[config.mk]
export PLATFORM = sky130hd
export DESIGN_NAME = a2mem_switch_tracker_flat
export DESIGN_NICKNAME = d
export VERILOG_FILES = /design/src/rtl/a2mem_pkg.sv /design/src/rtl/a2mem_if.sv /design/src/rtl/a2mem_aux_decode.sv /design/src/rtl/a2mem_switch_tracker.sv /design/src/flat_wrapper.sv
export SDC_FILE = /design/constraint.sdc
export NUM_CORES = 1
export LEC_CHECK = 0
export ABC_AREA = 1
export CAP_MARGIN = 20
export CORE_MARGIN = 10
export CORE_UTILIZATION = 49
export CTS_BUF_LIST = sky130_fd_sc_hd__clkbuf_2
export DETAILED_ROUTE_END_ITERATION = 8
export PLACE_DENSITY = 0.95
export RECOVER_POWER = 50
export SYNTH_ARGS = -nofsm -noshare
export SYNTH_HDL_FRONTEND = slang
export SYNTH_SLANG_ARGS = --single-unit
export TNS_END_PERCENT = 100
[constraint.sdc]
create_clock -name clk_logic_i -period 1.7 [get_ports clk_logic_i]
set_clock_uncertainty 0.05 [all_clocks]
set_input_delay 0.255 -clock clk_logic_i [delete_from_list [all_inputs] [get_ports clk_logic_i]]
set_output_delay 0.255 -clock clk_logic_i [all_outputs]
set_load 0.02 [all_outputs]
[src/rtl/a2mem_pkg.sv]
// a2mem_pkg: shared constants and types for the Apple II soft-switch tracker.
// Holds the soft-switch addresses, IIgs colour reset values and the packed
// struct for the eight write-only IIe auxiliary switches.
package a2mem_pkg;

  localparam logic [15:0] ADDR_C000 = 16'hC000;  // write switches / keyboard data
  localparam logic [15:0] ADDR_C010 = 16'hC010;  // keyboard strobe clear
  localparam logic [15:0] ADDR_C050 = 16'hC050;  // video soft switches
  localparam logic [15:0] ADDR_CFFF = 16'hCFFF;  // expansion ROM release
  localparam logic [15:0] ADDR_C021 = 16'hC021;  // IIgs MONOCOLOR
  localparam logic [15:0] ADDR_C022 = 16'hC022;  // IIgs TBCOLOR
  localparam logic [15:0] ADDR_C029 = 16'hC029;  // IIgs NEWVIDEO
  localparam logic [15:0] ADDR_C034 = 16'hC034;  // IIgs CLOCKCTL (border)

  localparam logic [3:0] TEXT_COLOR_RST       = 4'hF;
  localparam logic [3:0] BACKGROUND_COLOR_RST = 4'h6;
  localparam logic [3:0] BORDER_COLOR_RST     = 4'h6;

  // store80 is bit 0 so that address bits [3:1] index the struct directly
  typedef struct packed {
    logic altchar;
    logic col80;
    logic slotc3rom;
    logic altzp;
    logic intcxrom;
    logic ramwrt;
    logic ramrd;
    logic store80;
  } iie_sw_t;

  // True when addr lies in the same 16-byte block as base
  function automatic logic in_block16(input logic [15:0] addr, input logic [15:0] base);
    return addr[15:4] == base[15:4];
  endfunction

endpackage

[src/rtl/a2mem_if.sv]
// a2mem_if: memory/video state bundle between the switch tracker (master)
// and its video and memory consumers (slave).
interface a2mem_if;

  logic       TEXT_MODE;
  logic       MIXED_MODE;
  logic       PAGE2;
  logic       HIRES_MODE;
  logic       AN0;
  logic       AN1;
  logic       AN2;
  logic       AN3;
  logic       STORE80;
  logic       RAMRD;
  logic       RAMWRT;
  logic       INTCXROM;
  logic       ALTZP;
  logic       SLOTC3ROM;
  logic       COL80;
  logic       ALTCHAR;
  logic       INTC8ROM;
  logic [2:0] SLOTROM;
  logic       SHRG_MODE;
  logic       MONOCHROME_MODE;
  logic       LINEARIZE_MODE;
  logic       MONOCHROME_DHIRES_MODE;
  logic [3:0] TEXT_COLOR;
  logic [3:0] BACKGROUND_COLOR;
  logic [3:0] BORDER_COLOR;
  logic       aux_mem;
  logic [7:0] keycode;
  logic       keypress_strobe;

  modport master (
    output TEXT_MODE, MIXED_MODE, PAGE2, HIRES_MODE, AN0, AN1, AN2, AN3,
    output STORE80, RAMRD, RAMWRT, INTCXROM, ALTZP, SLOTC3ROM, COL80, ALTCHAR,
    output INTC8ROM, SLOTROM,
    output SHRG_MODE, MONOCHROME_MODE, LINEARIZE_MODE, MONOCHROME_DHIRES_MODE,
    output TEXT_COLOR, BACKGROUND_COLOR, BORDER_COLOR,
    output aux_mem, keycode, keypress_strobe
  );

  modport slave (
    input TEXT_MODE, MIXED_MODE, PAGE2, HIRES_MODE, AN0, AN1, AN2, AN3,
    input STORE80, RAMRD, RAMWRT, INTCXROM, ALTZP, SLOTC3ROM, COL80, ALTCHAR,
    input INTC8ROM, SLOTROM,
    input SHRG_MODE, MONOCHROME_MODE, LINEARIZE_MODE, MONOCHROME_DHIRES_MODE,
    input TEXT_COLOR, BACKGROUND_COLOR, BORDER_COLOR,
    input aux_mem, keycode, keypress_strobe
  );

endinterface

[src/rtl/a2mem_aux_decode.sv]
// a2mem_aux_decode: decides whether the current access targets auxiliary
// memory, using the switch state as it stood before this access.
module a2mem_aux_decode
  import a2mem_pkg::*;
(
  input  logic [15:0] addr_i,
  input  logic        rw_n_i,
  input  iie_sw_t     sw_i,
  input  logic        page2_i,
  input  logic        hires_i,
  output logic        aux_mem_o
);

  // Priority decode: zero page/stack and LC space, then 80STORE display pages, then I/O, then RAMRD/RAMWRT
  always_comb begin
    aux_mem_o = rw_n_i ? sw_i.ramrd : sw_i.ramwrt;
    if (addr_i <= 16'h01FF || addr_i >= 16'hD000) begin
      aux_mem_o = sw_i.altzp;
    end else if (addr_i[15:10] == 6'b000001 && sw_i.store80) begin
      aux_mem_o = page2_i;
    end else if (addr_i[15:13] == 3'b001 && sw_i.store80 && hires_i) begin
      aux_mem_o = page2_i;
    end else if (addr_i[15:12] == 4'hC) begin
      aux_mem_o = 1'b0;
    end
  end

endmodule

[src/rtl/a2mem_switch_tracker.sv]
// a2mem_switch_tracker: snoops completed 6502 bus cycles and keeps the
// Apple II soft-switch, slot-ROM, aux-memory and keyboard state.
// Optional IIgs colour/mode registers are compiled in with A2MEM_IIGS_REGS_EN.
module a2mem_switch_tracker
  import a2mem_pkg::*;
(
  input  logic        clk_logic_i,
  input  logic        system_reset_n_i,
  input  logic [15:0] addr_i,
  input  logic [7:0]  data_i,
  input  logic        rw_n_i,
  input  logic        data_in_strobe_i,
  a2mem_if.master     a2mem_if
);

  iie_sw_t    sw_q, sw_d;
  logic [7:0] video_q, video_d;   // TEXT, MIXED, PAGE2, HIRES, AN0..AN3
  logic       intc8rom_q, intc8rom_d;
  logic [2:0] slotrom_q, slotrom_d;
  logic       aux_mem_q, aux_mem_d;
  logic       aux_mem_c;
  logic [7:0] keycode_q, keycode_d;
  logic       key_pending_q, key_pending_d;
  logic       keypress_strobe_q, keypress_strobe_d;
  logic [7:0] sw_bits;

  a2mem_aux_decode u_aux_decode (
    .addr_i    (addr_i),
    .rw_n_i    (rw_n_i),
    .sw_i      (sw_q),
    .page2_i   (video_q[2]),
    .hires_i   (video_q[3]),
    .aux_mem_o (aux_mem_c)
  );

  // Next-state for switches, slot ROM, aux flag and keyboard on each bus strobe
  always_comb begin
    sw_d              = sw_q;
    video_d           = video_q;
    intc8rom_d        = intc8rom_q;
    slotrom_d         = slotrom_q;
    aux_mem_d         = aux_mem_q;
    keycode_d         = keycode_q;
    key_pending_d     = key_pending_q;
    keypress_strobe_d = 1'b0;
    sw_bits           = sw_q;
    if (data_in_strobe_i) begin
      aux_mem_d = aux_mem_c;
      if (!rw_n_i && in_block16(addr_i, ADDR_C000)) begin
        sw_bits[addr_i[3:1]] = addr_i[0];
        sw_d = iie_sw_t'(sw_bits);
      end
      if (in_block16(addr_i, ADDR_C050)) begin
        video_d[addr_i[3:1]] = addr_i[0];
      end
      if (addr_i == ADDR_CFFF) begin
        intc8rom_d = 1'b0;
        slotrom_d  = 3'd0;
      end else if (addr_i[15:12] == 4'hC && !addr_i[11] && addr_i[10:8] != 3'd0) begin
        if (addr_i[10:8] == 3'd3 && !sw_q.slotc3rom) begin
          intc8rom_d = 1'b1;
        end else if (!sw_q.intcxrom) begin
          slotrom_d = addr_i[10:8];
        end
      end
      if (rw_n_i && in_block16(addr_i, ADDR_C000) && data_i[7] && !key_pending_q) begin
        keycode_d         = data_i;
        key_pending_d     = 1'b1;
        keypress_strobe_d = 1'b1;
      end
      if (in_block16(addr_i, ADDR_C010)) begin
        key_pending_d = 1'b0;
      end
    end
  end

  // State registers with asynchronous active-low reset
  always_ff @(posedge clk_logic_i or negedge system_reset_n_i) begin
    if (!system_reset_n_i) begin
      sw_q              <= '0;
      video_q           <= 8'h01;
      intc8rom_q        <= 1'b0;
      slotrom_q         <= 3'd0;
      aux_mem_q         <= 1'b0;
      keycode_q         <= 8'h00;
      key_pending_q     <= 1'b0;
      keypress_strobe_q <= 1'b0;
    end else begin
      sw_q              <= sw_d;
      video_q           <= video_d;
      intc8rom_q        <= intc8rom_d;
      slotrom_q         <= slotrom_d;
      aux_mem_q         <= aux_mem_d;
      keycode_q         <= keycode_d;
      key_pending_q     <= key_pending_d;
      keypress_strobe_q <= keypress_strobe_d;
    end
  end

  assign a2mem_if.TEXT_MODE       = video_q[0];
  assign a2mem_if.MIXED_MODE      = video_q[1];
  assign a2mem_if.PAGE2           = video_q[2];
  assign a2mem_if.HIRES_MODE      = video_q[3];
  assign a2mem_if.AN0             = video_q[4];
  assign a2mem_if.AN1             = video_q[5];
  assign a2mem_if.AN2             = video_q[6];
  assign a2mem_if.AN3             = video_q[7];
  assign a2mem_if.STORE80         = sw_q.store80;
  assign a2mem_if.RAMRD           = sw_q.ramrd;
  assign a2mem_if.RAMWRT          = sw_q.ramwrt;
  assign a2mem_if.INTCXROM        = sw_q.intcxrom;
  assign a2mem_if.ALTZP           = sw_q.altzp;
  assign a2mem_if.SLOTC3ROM       = sw_q.slotc3rom;
  assign a2mem_if.COL80           = sw_q.col80;
  assign a2mem_if.ALTCHAR         = sw_q.altchar;
  assign a2mem_if.INTC8ROM        = intc8rom_q;
  assign a2mem_if.SLOTROM         = slotrom_q;
  assign a2mem_if.aux_mem         = aux_mem_q;
  assign a2mem_if.keycode         = keycode_q;
  assign a2mem_if.keypress_strobe = keypress_strobe_q;

`ifdef A2MEM_IIGS_REGS_EN
  logic       mono_q, mono_d;
  logic [3:0] text_color_q, text_color_d;
  logic [3:0] bg_color_q, bg_color_d;
  logic       shrg_q, shrg_d;
  logic       linearize_q, linearize_d;
  logic       mono_dhires_q, mono_dhires_d;
  logic [3:0] border_color_q, border_color_d;

  // IIgs video registers update only on writes to their addresses
  always_comb begin
    mono_d         = mono_q;
    text_color_d   = text_color_q;
    bg_color_d     = bg_color_q;
    shrg_d         = shrg_q;
    linearize_d    = linearize_q;
    mono_dhires_d  = mono_dhires_q;
    border_color_d = border_color_q;
    if (data_in_strobe_i && !rw_n_i) begin
      case (addr_i)
        ADDR_C021: mono_d = data_i[7];
        ADDR_C022: begin
          text_color_d = data_i[7:4];
          bg_color_d   = data_i[3:0];
        end
        ADDR_C029: begin
          shrg_d        = data_i[7];
          linearize_d   = data_i[6];
          mono_dhires_d = data_i[5];
        end
        ADDR_C034: border_color_d = data_i[3:0];
        default: ;
      endcase
    end
  end

  // IIgs register storage with asynchronous active-low reset
  always_ff @(posedge clk_logic_i or negedge system_reset_n_i) begin
    if (!system_reset_n_i) begin
      mono_q         <= 1'b0;
      text_color_q   <= TEXT_COLOR_RST;
      bg_color_q     <= BACKGROUND_COLOR_RST;
      shrg_q         <= 1'b0;
      linearize_q    <= 1'b0;
      mono_dhires_q  <= 1'b0;
      border_color_q <= BORDER_COLOR_RST;
    end else begin
      mono_q         <= mono_d;
      text_color_q   <= text_color_d;
      bg_color_q     <= bg_color_d;
      shrg_q         <= shrg_d;
      linearize_q    <= linearize_d;
      mono_dhires_q  <= mono_dhires_d;
      border_color_q <= border_color_d;
    end
  end

  assign a2mem_if.MONOCHROME_MODE        = mono_q;
  assign a2mem_if.TEXT_COLOR             = text_color_q;
  assign a2mem_if.BACKGROUND_COLOR       = bg_color_q;
  assign a2mem_if.SHRG_MODE              = shrg_q;
  assign a2mem_if.LINEARIZE_MODE         = linearize_q;
  assign a2mem_if.MONOCHROME_DHIRES_MODE = mono_dhires_q;
  assign a2mem_if.BORDER_COLOR           = border_color_q;
`else
  assign a2mem_if.MONOCHROME_MODE        = 1'b0;
  assign a2mem_if.TEXT_COLOR             = TEXT_COLOR_RST;
  assign a2mem_if.BACKGROUND_COLOR       = BACKGROUND_COLOR_RST;
  assign a2mem_if.SHRG_MODE              = 1'b0;
  assign a2mem_if.LINEARIZE_MODE         = 1'b0;
  assign a2mem_if.MONOCHROME_DHIRES_MODE = 1'b0;
  assign a2mem_if.BORDER_COLOR           = BORDER_COLOR_RST;
`endif

endmodule

[src/flat_wrapper.sv]
// flat-port wrapper written by rule: the top's interface ports become plain ports
module a2mem_switch_tracker_flat import a2mem_pkg::*;
  (clk_logic_i, system_reset_n_i, addr_i, data_i, rw_n_i, data_in_strobe_i, a2mem_if_TEXT_MODE, a2mem_if_MIXED_MODE, a2mem_if_PAGE2, a2mem_if_HIRES_MODE, a2mem_if_AN0, a2mem_if_AN1, a2mem_if_AN2, a2mem_if_AN3, a2mem_if_STORE80, a2mem_if_RAMRD, a2mem_if_RAMWRT, a2mem_if_INTCXROM, a2mem_if_ALTZP, a2mem_if_SLOTC3ROM, a2mem_if_COL80, a2mem_if_ALTCHAR, a2mem_if_INTC8ROM, a2mem_if_SLOTROM, a2mem_if_SHRG_MODE, a2mem_if_MONOCHROME_MODE, a2mem_if_LINEARIZE_MODE, a2mem_if_MONOCHROME_DHIRES_MODE, a2mem_if_TEXT_COLOR, a2mem_if_BACKGROUND_COLOR, a2mem_if_BORDER_COLOR, a2mem_if_aux_mem, a2mem_if_keycode, a2mem_if_keypress_strobe);
  a2mem_if a2mem_if_i ();
  input  logic clk_logic_i;
  input  logic system_reset_n_i;
  input  logic [15:0] addr_i;
  input  logic [7:0] data_i;
  input  logic rw_n_i;
  input  logic data_in_strobe_i;
  output wire logic [$bits(a2mem_if_i.TEXT_MODE)-1:0] a2mem_if_TEXT_MODE;
  output wire logic [$bits(a2mem_if_i.MIXED_MODE)-1:0] a2mem_if_MIXED_MODE;
  output wire logic [$bits(a2mem_if_i.PAGE2)-1:0] a2mem_if_PAGE2;
  output wire logic [$bits(a2mem_if_i.HIRES_MODE)-1:0] a2mem_if_HIRES_MODE;
  output wire logic [$bits(a2mem_if_i.AN0)-1:0] a2mem_if_AN0;
  output wire logic [$bits(a2mem_if_i.AN1)-1:0] a2mem_if_AN1;
  output wire logic [$bits(a2mem_if_i.AN2)-1:0] a2mem_if_AN2;
  output wire logic [$bits(a2mem_if_i.AN3)-1:0] a2mem_if_AN3;
  output wire logic [$bits(a2mem_if_i.STORE80)-1:0] a2mem_if_STORE80;
  output wire logic [$bits(a2mem_if_i.RAMRD)-1:0] a2mem_if_RAMRD;
  output wire logic [$bits(a2mem_if_i.RAMWRT)-1:0] a2mem_if_RAMWRT;
  output wire logic [$bits(a2mem_if_i.INTCXROM)-1:0] a2mem_if_INTCXROM;
  output wire logic [$bits(a2mem_if_i.ALTZP)-1:0] a2mem_if_ALTZP;
  output wire logic [$bits(a2mem_if_i.SLOTC3ROM)-1:0] a2mem_if_SLOTC3ROM;
  output wire logic [$bits(a2mem_if_i.COL80)-1:0] a2mem_if_COL80;
  output wire logic [$bits(a2mem_if_i.ALTCHAR)-1:0] a2mem_if_ALTCHAR;
  output wire logic [$bits(a2mem_if_i.INTC8ROM)-1:0] a2mem_if_INTC8ROM;
  output wire logic [$bits(a2mem_if_i.SLOTROM)-1:0] a2mem_if_SLOTROM;
  output wire logic [$bits(a2mem_if_i.SHRG_MODE)-1:0] a2mem_if_SHRG_MODE;
  output wire logic [$bits(a2mem_if_i.MONOCHROME_MODE)-1:0] a2mem_if_MONOCHROME_MODE;
  output wire logic [$bits(a2mem_if_i.LINEARIZE_MODE)-1:0] a2mem_if_LINEARIZE_MODE;
  output wire logic [$bits(a2mem_if_i.MONOCHROME_DHIRES_MODE)-1:0] a2mem_if_MONOCHROME_DHIRES_MODE;
  output wire logic [$bits(a2mem_if_i.TEXT_COLOR)-1:0] a2mem_if_TEXT_COLOR;
  output wire logic [$bits(a2mem_if_i.BACKGROUND_COLOR)-1:0] a2mem_if_BACKGROUND_COLOR;
  output wire logic [$bits(a2mem_if_i.BORDER_COLOR)-1:0] a2mem_if_BORDER_COLOR;
  output wire logic [$bits(a2mem_if_i.aux_mem)-1:0] a2mem_if_aux_mem;
  output wire logic [$bits(a2mem_if_i.keycode)-1:0] a2mem_if_keycode;
  output wire logic [$bits(a2mem_if_i.keypress_strobe)-1:0] a2mem_if_keypress_strobe;
  assign a2mem_if_TEXT_MODE = a2mem_if_i.TEXT_MODE;
  assign a2mem_if_MIXED_MODE = a2mem_if_i.MIXED_MODE;
  assign a2mem_if_PAGE2 = a2mem_if_i.PAGE2;
  assign a2mem_if_HIRES_MODE = a2mem_if_i.HIRES_MODE;
  assign a2mem_if_AN0 = a2mem_if_i.AN0;
  assign a2mem_if_AN1 = a2mem_if_i.AN1;
  assign a2mem_if_AN2 = a2mem_if_i.AN2;
  assign a2mem_if_AN3 = a2mem_if_i.AN3;
  assign a2mem_if_STORE80 = a2mem_if_i.STORE80;
  assign a2mem_if_RAMRD = a2mem_if_i.RAMRD;
  assign a2mem_if_RAMWRT = a2mem_if_i.RAMWRT;
  assign a2mem_if_INTCXROM = a2mem_if_i.INTCXROM;
  assign a2mem_if_ALTZP = a2mem_if_i.ALTZP;
  assign a2mem_if_SLOTC3ROM = a2mem_if_i.SLOTC3ROM;
  assign a2mem_if_COL80 = a2mem_if_i.COL80;
  assign a2mem_if_ALTCHAR = a2mem_if_i.ALTCHAR;
  assign a2mem_if_INTC8ROM = a2mem_if_i.INTC8ROM;
  assign a2mem_if_SLOTROM = a2mem_if_i.SLOTROM;
  assign a2mem_if_SHRG_MODE = a2mem_if_i.SHRG_MODE;
  assign a2mem_if_MONOCHROME_MODE = a2mem_if_i.MONOCHROME_MODE;
  assign a2mem_if_LINEARIZE_MODE = a2mem_if_i.LINEARIZE_MODE;
  assign a2mem_if_MONOCHROME_DHIRES_MODE = a2mem_if_i.MONOCHROME_DHIRES_MODE;
  assign a2mem_if_TEXT_COLOR = a2mem_if_i.TEXT_COLOR;
  assign a2mem_if_BACKGROUND_COLOR = a2mem_if_i.BACKGROUND_COLOR;
  assign a2mem_if_BORDER_COLOR = a2mem_if_i.BORDER_COLOR;
  assign a2mem_if_aux_mem = a2mem_if_i.aux_mem;
  assign a2mem_if_keycode = a2mem_if_i.keycode;
  assign a2mem_if_keypress_strobe = a2mem_if_i.keypress_strobe;
  a2mem_switch_tracker u_core (.clk_logic_i(clk_logic_i), .system_reset_n_i(system_reset_n_i), .addr_i(addr_i), .data_i(data_i), .rw_n_i(rw_n_i), .data_in_strobe_i(data_in_strobe_i), .a2mem_if(a2mem_if_i));
endmodule
; Word level (Yosys, flattened, before mapping)
; Index checks and enable logic that the tools add are counted.
[word_totals]
output_inout_bits = 46
ff_bits = 31
inputBits = 28
[op_classes]
n_eq_ne = 10
muxes = 20
order_cmp = 4
n_reduce_logical = 26
[op_table]
columns = op, count
row1 = "12-bit == test, second input constant", 3
row2 = 8-bit bitwise mux, 2
row3 = "16-bit == test, second input constant", 1
row4 = "16-bit >= comparator, second input constant", 1
row5 = "16-bit by 9-bit <= comparator with 1-bit output, second input constant", 1
row6 = 1-bit 2-to-1 mux, 13
row7 = 3-bit 2-to-1 mux, 4
row8 = 1-bit logical AND, 11
row9 = 2-bit AND reduction, 4
row10 = "6-bit by 1-bit == test with 1-bit output, second input constant", 1
row11 = 2-bit nonzero test, 3
row12 = "4-bit == test, second input constant", 1
row13 = 1-bit zero test, 4
row14 = "3-bit by 4-bit less-than comparator with 1-bit output, second input constant", 1
row15 = 4-bit AND reduction, 1
row16 = 1-bit demux with 3-bit select, 1
row17 = "3-bit by 1-bit == test with 1-bit output, second input constant", 1
row18 = "3-bit by 2-bit == test with 1-bit output, second input constant", 1
row19 = "3-bit by 1-bit >= comparator with 1-bit output, second input constant", 1
row20 = 3-bit AND reduction, 1
row21 = 3-bit nonzero test, 1
row22 = "2-bit by 1-bit != test with 1-bit output, second input constant", 1
row23 = "2-bit != test, second input constant", 1
row24 = 1-bit logical OR, 1

; Longest topological paths before layout
[logic_depth]
depth_word = 6
ltp_mapped = 9
depth_no_buf = 9

; Cells and area by module
; Synthesis repeated with hierarchy kept, for this count alone.
[hier_totals]
cells_unflattened = 269
area_unflattened_um2 = 1958.1
[modules_own_cells]
columns = module, cells_per_inst, instances, seq_area_each_um2, area_per_inst_um2
row1 = a2mem_switch_tracker, 242, 1, 777.0, 1839.3
row2 = a2mem_aux_decode, 27, 1, 0.0, 118.9

; Worst setup path after synthesis
; Ideal clock, no wire load.
[synth_timing]
path_kind = input -> register
startpoint = in addr_i[12]
endpoint = reg u_core.video_q[5]
arrival_ps = 1099
path_stages = 7
required_ps = 1533
n_path_buf = 1
setup_slack_ps = 434
path_cell_list = nor2_2 -> nand3_2 -> nor2_4 -> buf_6 -> nand3_1 -> o21ai_1 -> inv_1
[synth_via]
elab_chain_len = 2
[synth_lines]
columns = element, line_no
row1 = from (decl), flat_wrapper.sv:7  ; input logic [15:0] addr_i;
row2 = 12-bit == test, a2mem_pkg.sv:33  ; return addr[15:4] == base[15:4];
row3 = 2-bit AND reduction (no line), --
row4 = to (signal assigned), a2mem_switch_tracker.sv:90  ; video_q <= video_d;
row5 = to (decl), a2mem_switch_tracker.sv:17  ; logic [7:0] video_q, video_d;
; No other way between the ends.
; A chain may end at the register's enable or synchronous reset.

; Final worst setup path
[layout_timing]
startpoint = reg u_core.keypress_strobe_q (netlist: u_core.a2mem_if.keypress_strobe)
endpoint = out a2mem_if_keypress_strobe
[layout_rtl]
columns = element, line_no
row1 = from (decl), a2mem_switch_tracker.sv:24  ; logic keypress_strobe_q, keypress_strobe_d;
row2 = from (signal assigned), a2mem_switch_tracker.sv:96  ; keypress_strobe_q <= keypress_strobe_d;
row3 = to (decl), flat_wrapper.sv:38  ; output wire logic [$bits(a2mem_if_i.keypress_strobe)-1:0] a2mem_if_keypress_strobe;
; No word-level cell between the ends.

==> flow_summary.ini <==
[status]
status = finished clean

[timing]
max_freq_mhz = 599
slew_headroom_pct = 49.3
setup_viol = 0
fin_ws_ns = 0.0318
holdWs_ns = 0.321
tns_ns = 0
fin_crit_sh_pct = 98.1
rsz0062_at_grt = false
period_needed_ns = 1.67
tightest_slew_ns = 0.760
slew_viol_final = 0
hold_viol = 0

[cts]
clkTransAtPathRegs_ns = 0.17
cts_buffer_depth = 2
clk_latency_ns = 0.40
root_buffer = clkbuf_2
cts_tree = done
hold_buffers = 0
cts-htree-levels = 2
cts_sinks = 31
cts-resized-gates = 18
numCtsBuffers = 5
post_cts_buffers = 0

[critical_path]
crit_buf_inv = 1
critical_path_arrival_ns = 1.36
crit_path_end_kind = primary output
cp_slowest_cell = clkdlybuf4s50_1
timing.rr.start = u_core.key_pending_q
regToRegSetupSlack_ns = 0.58
crit_chain = clkdlybuf4s50_1
r2r-end = u_core.a2mem_if.keycode[1]
crit_family = buffers and inverters
cp.depth = 1
crit_required_ns = 1.39
crit_type = reg2out
start_kind = register
cp_max_fo = 1
max_stage_delay_ns = 0.60
worst-r2r-cell-count = 5

[logic_synthesis]
synth_seq_cells = 31
yosysWarnings = 0
syn_area_per_cell_um2 = 7.54
synth_top_cell_by_area = dfrtp_1
synth_most_common_cell = nand2_1
synth_top_area_share_pct = 38.6
synthArstFlopShare_pct = 100
mappedNetlistArea_um2 = 1940
synthDistinctLibCells = 30
synth_area_leaders = dfrtp_1 39%, nand2_1 13%, inv_1 8.3%, nand3_1 6.2%, buf_4 6.2%
ys_top_cells_by_count = 68 x nand2_1, 43 x inv_1, 30 x dfrtp_1
synth_seq_area_share_pct = 40.0
synth-edff-count = 0
syn_inst = 258
synthFlopType = dfrtp_1

[die]
core_um2 = 3740
io_pins = 74
rows = 22
dieArea_um2 = 6890
die_w_um = 83.0
die_h_um = 83.0
start_util_pct = 51.9

[detailed_routing]
drtIter0Drc = 111
drt_first_pass_iters = 5
wl_um = 5380
routed_via_density = 4.91
num_vias = 1955
drc = 0
postRouteAntennaNets = 0
wl_per_cell_um = 13.5

[final_layout]
syn_to_final_growth_pct = 38.6
fin_cells = 398
nets = 377
multiInputGateArea_um2 = 882
utilization_pct = 72.0
regArea_um2 = 777
fillCellCount = 314
design_area_um2 = 2700
num_antenna_cells = 0
drive_above_1_share_pct = 17.4

[pwr]
irDropWorstVdd_mv = 0.481
powerDensity_nw_per_um2 = 558
p_leak_nw = 1.42
power_mw = 1.50

[placed_design]
place.port_buffers = 57
post-place-ws_ns = -0.159
placed_area_um2 = 2730
gp_congestion = 0.889
place_inst = 390
hpwl_um = 4360

[global_routing]
first_global_vias = 2047
grt_pass1_wl_um = 9200
antenna_found_initial = 0
grt_max_degree = 32
gr-total-overflow = 0
grt.total_usage_pct = 15.7

[worst_hold_path]
holdPathStages = 3
whs_endpoint = u_core.a2mem_if.keycode[0]
hold_class = in2reg
min_from = data_i[0]

[run]
drv_cap = 0
-- logic make-up after synthesis --
family	Yosys count	synth area share, %
buffers and inverters	68	17.2
flip-flops	31	40.0
AND/OR/NAND/NOR	144	38.3
AO/OA/AOI/OAI	13	4.12
other	2	0.386
-- report_power, final --
group	switching [mW]	total (mW)	internal, mW
clock	0.263	0.504	0.242
sequential	0.00148	0.743	0.741
combinational	0.144	0.258	0.114
-- layout by cell type, fill, tap and decap left out, types with 3 or more instances in the layout --
master | Yosys | final
buf_4 | 16 | 29
clkbuf_1 | 0 | 11
clkbuf_2 | 0 | 6
clkdlybuf4s50_1 | 0 | 26
clkinv_2 | 2 | 3
conb_1 | 2 | 16
dfrtp_1 | 30 | 30
dlygate4sd2_1 | 0 | 18
inv_1 | 43 | 43
inv_2 | 5 | 5
nand2_1 | 68 | 68
nand3_1 | 24 | 24
nand4_1 | 15 | 15
nor2_1 | 13 | 14
nor3_1 | 6 | 6
o21ai_1 | 5 | 5
o21bai_1 | 5 | 5
-- layer usage --
| metal | vias up | GRT usage [%] | wire (um) |
|---|---|---|---|
| li1 | 957 | - | - |
| met1 | 906 | 17.8 | 2270 |
| met2 | 80 | 25.3 | 2530 |
| met3 | 12 | 6.15 | 474 |
| met4 | 0 | 7.23 | 112 |
| met5 | - | 0 | 0 |
-- how the worst max path moves through the flow --
stage	slack, ns	from	endpoint
after floorplan	0.43	addr_i[12]	u_core.video_q[5]
after global placement	-0.08	addr_i[5]	u_core.video_q[6]
after detailed placement	-0.16	addr_i[13]	u_core.a2mem_if.ALTZP
after CTS	0.002	u_core.a2mem_if.SLOTROM[1]	a2mem_if_SLOTROM[1]
after global routing	0.005	u_core.a2mem_if.keypress_strobe	a2mem_if_keypress_strobe
final	0.03	u_core.a2mem_if.keypress_strobe	a2mem_if_keypress_strobe
-- state kept, by name, summed over array words and instances, names as in the netlist --
name / flops
u_core.a2mem_if.RAMWRT: 1
u_core.a2mem_if.SLOTC3ROM: 1
u_core.a2mem_if.INTCXROM: 1
u_core.a2mem_if.keycode: 8
u_core.video_q: 8
u_core.a2mem_if.ALTCHAR: 1
u_core.a2mem_if.STORE80: 1
u_core.a2mem_if.INTC8ROM: 1
u_core.key_pending_q: 1
u_core.a2mem_if.aux_mem: 1
u_core.a2mem_if.keypress_strobe: 1
u_core.a2mem_if.COL80: 1
u_core.a2mem_if.RAMRD: 1
u_core.a2mem_if.ALTZP: 1
u_core.a2mem_if.SLOTROM: 3
-- final cells by class --
class	count	share of cell area (%)
sequential	31	28.8
clock inverter	3	1.44
clock buffer	5	0.929
tap	48	2.23
inverter	50	7.06
timing repair buffer	88	26.8
multi-input combinational	173	32.7
No activity file was read; power rests on OpenSTA's default activity.
